### src/rtl/fifo_buffer.sv
// Single-clock FIFO leaf: register-array storage, registered read port, full/empty flags.
// Define FIFO_BUFFER_CHECK_EN to report dropped writes and ignored reads in simulation.
module fifo_buffer #(
  parameter int DATA_WIDTH        = 32,
  parameter int BUFFER_ADDR_WIDTH = 5
) (
  input  logic                  clk,
  input  logic                  reset,
  input  logic [DATA_WIDTH-1:0] data_i,
  input  logic                  wren_i,
  input  logic                  rden_i,
  output logic [DATA_WIDTH-1:0] data_o,
  output logic                  empty_o,
  output logic                  full_o
);

  localparam int AW    = BUFFER_ADDR_WIDTH;
  localparam int DEPTH = 1 << AW;
  localparam logic [AW:0] FULL_CNT = (AW+1)'(DEPTH);

  logic [DATA_WIDTH-1:0] mem [DEPTH];
  logic [AW-1:0]         wptr;
  logic [AW-1:0]         rptr;
  logic [AW:0]           count;
  logic [AW:0]           count_nxt;
  logic                  wr_ok;
  logic                  rd_ok;

  // A read on a full FIFO frees a slot on the same edge, so the write may land.
  assign wr_ok = wren_i && (!full_o || rden_i);
  assign rd_ok = rden_i && !empty_o;

  assign empty_o = (count == '0);
  assign full_o  = (count == FULL_CNT);

  always_comb begin
    count_nxt = count;
    unique case ({wr_ok, rd_ok})
      2'b10:   count_nxt = count + (AW+1)'(1);
      2'b01:   count_nxt = count - (AW+1)'(1);
      default: count_nxt = count;
    endcase
  end

  // Storage has no reset; stale contents are unreachable once pointers clear.
  always_ff @(posedge clk) begin
    if (wr_ok) begin
      mem[wptr] <= data_i;
    end
  end

  always_ff @(posedge clk or posedge reset) begin
    if (reset) begin
      wptr  <= '0;
      rptr  <= '0;
      count <= '0;
    end else begin
      count <= count_nxt;
      if (wr_ok) begin
        wptr <= wptr + AW'(1);
      end
      if (rd_ok) begin
        rptr <= rptr + AW'(1);
      end
    end
  end

  always_ff @(posedge clk or posedge reset) begin
    if (reset) begin
      data_o <= '0;
    end else if (rd_ok) begin
      data_o <= mem[rptr];
    end
  end

`ifdef FIFO_BUFFER_CHECK_EN
  always_ff @(posedge clk) begin
    if (!reset) begin
      if (wren_i && full_o && !rden_i) begin
        $display("%0t fifo_buffer error: write dropped while full", $time);
      end
      if (rden_i && empty_o) begin
        $display("%0t fifo_buffer error: read ignored while empty", $time);
      end
    end
  end
`else
`endif

endmodule

### config.mk
export PLATFORM = sky130hd
export DESIGN_NAME = fifo_buffer
export DESIGN_NICKNAME = d
export VERILOG_FILES = /design/src/rtl/fifo_buffer.sv
export SDC_FILE = /design/constraint.sdc
export NUM_CORES = 1
export LEC_CHECK = 0
export ABC_AREA = 1
export ABC_CLOCK_PERIOD_IN_PS = 5000
export CORE_UTILIZATION = 40
export CTS_CLUSTER_SIZE = 25
export DETAILED_ROUTE_END_ITERATION = 10
export PLACE_DENSITY = 0.66
export SLEW_MARGIN = 20
export SYNTH_ARGS = -nofsm -noshare
export SYNTH_HDL_FRONTEND = slang
export SYNTH_SLANG_ARGS = --single-unit
### constraint.sdc
create_clock -name clk -period 5 [get_ports clk]
set_clock_uncertainty 0.1 [all_clocks]
set_input_delay 1.25 -clock clk [delete_from_list [all_inputs] [get_ports clk]]
set_output_delay 1.25 -clock clk [all_outputs]
set_load 0.05 [all_outputs]
==> metrics.md <==
| Metric | Value |
|---|---|
| Status | `finished clean` |
| Final nets | `4247` |
| Synth Area in Simple Gates | `21.0%` |
| Total negative slack | `0 ns` |
| Top achievable clock speed | `263 MHz` |
| Initial antenna violation count | `1` |
| WP buf/inv | `3` |
| Post-CTS Setup Inserts | `0` |
| Largest net degree at the start of global routing | `206` |
| Port Buf Inserts | `69` |
| H-tree depth | `3` |
| Starting density of the core | `40.5%` |
| Setup repair after global routing missed its margin | `false` |
| Pint | `0.0173 W` |
| Die area | `0.114 mm²` |
| Final worst-path cycle share | `76.1%` |
| Combinational family with the most area after synthesis | `simple AND/OR/NAND/NOR gates` |
| Top cell type's share of synthesized area | `68.4%` |
| First-pass GRT wire length | `178000 µm` |
| Max-slew violation count | `0` |
| Post-Place Worst Slack | `1.18 ns` |
| Cell Area, Synth | `0.0450 mm²` |
| Clk pwr share | `27.3%` |
| PostCTS Resize Cnt | `0` |
| Detailed-placement wirelength estimate | `69200 µm` |
| Synth area leader | `edfxtp_1` |
| DRC Markers | `0` |
| CORE AREA | `0.111 mm²` |
| Cts hold-fix bufs | `0` |
| Die extent in x | `337 µm` |
| CP Class | `reg -> out` |
| CTS tree | `built` |
| Worst vdd rail ir drop | `0.000496 V` |
| Worst skew pair latency | `0.71 ns` |
| Xor-xnor portion of the synthesized cell area | `0.175%` |
| Syn avg cell area | `10.8 µm²` |
| Num CTS Buffers | `106` |
| I/O Pins | `70` |
| Antenna-violating nets left | `0` |
| Net Count, Synth | `4212` |
| MaxCap Viol Count | `0` |
| Cell variety after synth | `28` |
| Worst path max stage delay | `0.79 ns` |
| Commonest non-fill, non-tap cell in the layout | `nand2_1` |
| Worst Path Required | `3.65 ns` |
| Routability congestion estimate | `0.887` |
| Clock Sinks | `1072` |
| Compound-gate portion of the synthesized area | `1.27%` |
| Placed Area | `0.0472 mm²` |
| Final setup margin | `1.19 ns` |
| Power per Cell Area | `559 mW/mm²` |
| Fin. Hold Viols | `0` |
| Flop pwr share | `39.0%` |
| Total track usage | `21.0%` |
| Area Growth Syn to Fin | `12.5%` |
| Post-Synth Adder-Cell Area | `0.323%` |
| Mux contribution to synthesized area | `0%` |
| Ranking of synthesized cells by area | `edfxtp_1, nand2_1, nand3_1` |
| Sequential fraction of the synthesis area | `71.0%` |
| Share of layout cells above drive strength 1 | `7.09%` |
| Setup Viol. Count Final | `0` |
| Crit-path max FO | `4` |
| Worst hold-check path type | `reg -> reg` |
| Leak pwr | `20.0 nW` |
| Most frequent cells in the layout | `nand2_1, edfxtp_1, nand3_1` |
| Slew @ Worst Pin | `1.01 ns` |
| Net Sw Frac | `38.9%` |
| CP delay by family, top | `buffers and inverters` |
| GRT overflow | `0` |
| CTS root buf | `clkbuf_16` |
| Routed wire length | `120000 µm` |
| Switching pwr | `0.0110 W` |
| Slew headroom | `32.6%` |
| Post-Syn Instances | `4165` |
| Critical Path Sink Type | `output pin` |
| Final Critical Period | `3.81 ns` |
| Synthesis warning total | `0` |
| Site Rows | `122` |
| DR pass1 iterations | `6` |
| Slowest cell on crit path | `clkdlybuf4s50_1` |
| Clock buffer depth | `3` |
| Initial drt markers | `3341` |
| Synth Register Bits | `1072` |
| Vias | `29700` |
| Die Y | `337 µm` |
| Vias per cell | `5.14` |
| Critical path arrival | `2.46 ns` |
| Clk slew on worst S/H paths | `0.06 ns` |
| Vias in the first global route | `27900` |
| Drt wl/cell | `20.8 µm` |
| Comb pwr share | `33.8%` |
| CP cell instances | `inv_2 -> nand4_1 -> nor2_1 -> nand2_1 -> inv_1 -> clkdlybuf4s50_1` |
| Nature of the critical path startpoint | `flip-flop` |
| Fin area | `0.0506 mm²` |
[registers in the layout, summed over array words and instances (netlist names)]
register	cells
rptr	5
count	6
mem	1024
wptr	5
data_o	32
[power by group through the flow]
stage,registers (W),logic [W],clock network [W]
6_report,0.0110,0.00955,0.00771
5_1_grt,0.0111,0.0104,0.00814
4_1_cts,0.0110,0.00953,0.00781
3_5_place_dp,0.0112,0.00948,0
3_3_place_gp,0.0112,0.00939,0
2_1_floorplan,0.0114,0.00599,0
[routing by layer]
metal  track usage (%)  up-vias  part of all wire, %
li1                  -    13900                    -
met1              29.2    14300                   42
met2              33.1     1305                   46
met3              3.58      231                  8.4
met4              7.87        0                  3.6
met5                 0        -                    0
[cells by family (layout without fill, tap and decap cells)]
kind of cell,count (synthesis),count (layout)
adder cells (fa/ha/maj),11,11
AO/OA/AOI/OAI,112,112
buffers and inverters,671,794
XOR/XNOR,9,9
flip-flops,1072,1072
other,0,1
AND/OR/NAND/NOR,2290,2290
[worst register-to-register path: cells and delay by family, from the launching register on]
kind | cells | cell delay, ns
simple gates | 8 | 1.10
flops | 1 | 0.51
buf+inv | 2 | 1.31
[stage by stage]
stage / hold WS (ns) / util, % / power (W) / cells
2_1_floorplan: 0.378 / - / 0.0173 / 4165
3_3_place_gp: 0.382 / 42.5 / 0.0206 / 5580
3_5_place_dp: 0.378 / 42.5 / 0.0207 / 5580
4_1_cts: 0.400 / 45.5 / 0.0284 / 5776
5_1_grt: 0.411 / 45.5 / 0.0296 / 5776
6_report: 0.403 / 45.5 / 0.0283 / 5777
[worst paths after layout]
| kind | startpoint | end | slack [ns] | cells after the start |
|---|---|---|---|---|
| setup / recovery | count[0] | empty_o | 1.19 | 6 |
| hold / removal | data_o[9] | data_o[9] | 0.40 | 2 |
| setup reg to reg | rptr[0] | data_o[27] | 1.89 | 10 |
| hold reg to reg | data_o[9] | data_o[9] | 0.40 | 2 |
| max in group asynchronous | reset | data_o[27] | 3.08 | 3 |
| min in group asynchronous | reset | data_o[15] | 0.85 | 2 |
[cell usage after synthesis, drive strengths merged]
cell	number
nand2	1436
inv	443
nor3	33
buf	166
o31ai	1
o22ai	1
o21ai	41
clkbuf	58
xor2	7
ha	10
a21o	1
edfxtp	1024
nand3	621
or2	1
dfrtp	48
clkinv	4
nand4	2
a31o	1
a21oi	67
xnor2	2
nor2	197
fa	1
[layout make-up]
class | instances | area (µm²)
clock inverter | 50 | 454
clock buffer | 146 | 2900
antenna | 1 | 2.50
multi-input combinational | 2422 | 10400
fill | 10200 | 60500
inverter | 447 | 1700
tap | 1488 | 1860
timing repair buffer | 151 | 1310
sequential | 1072 | 32000
(Power assumes the default switching activity.)
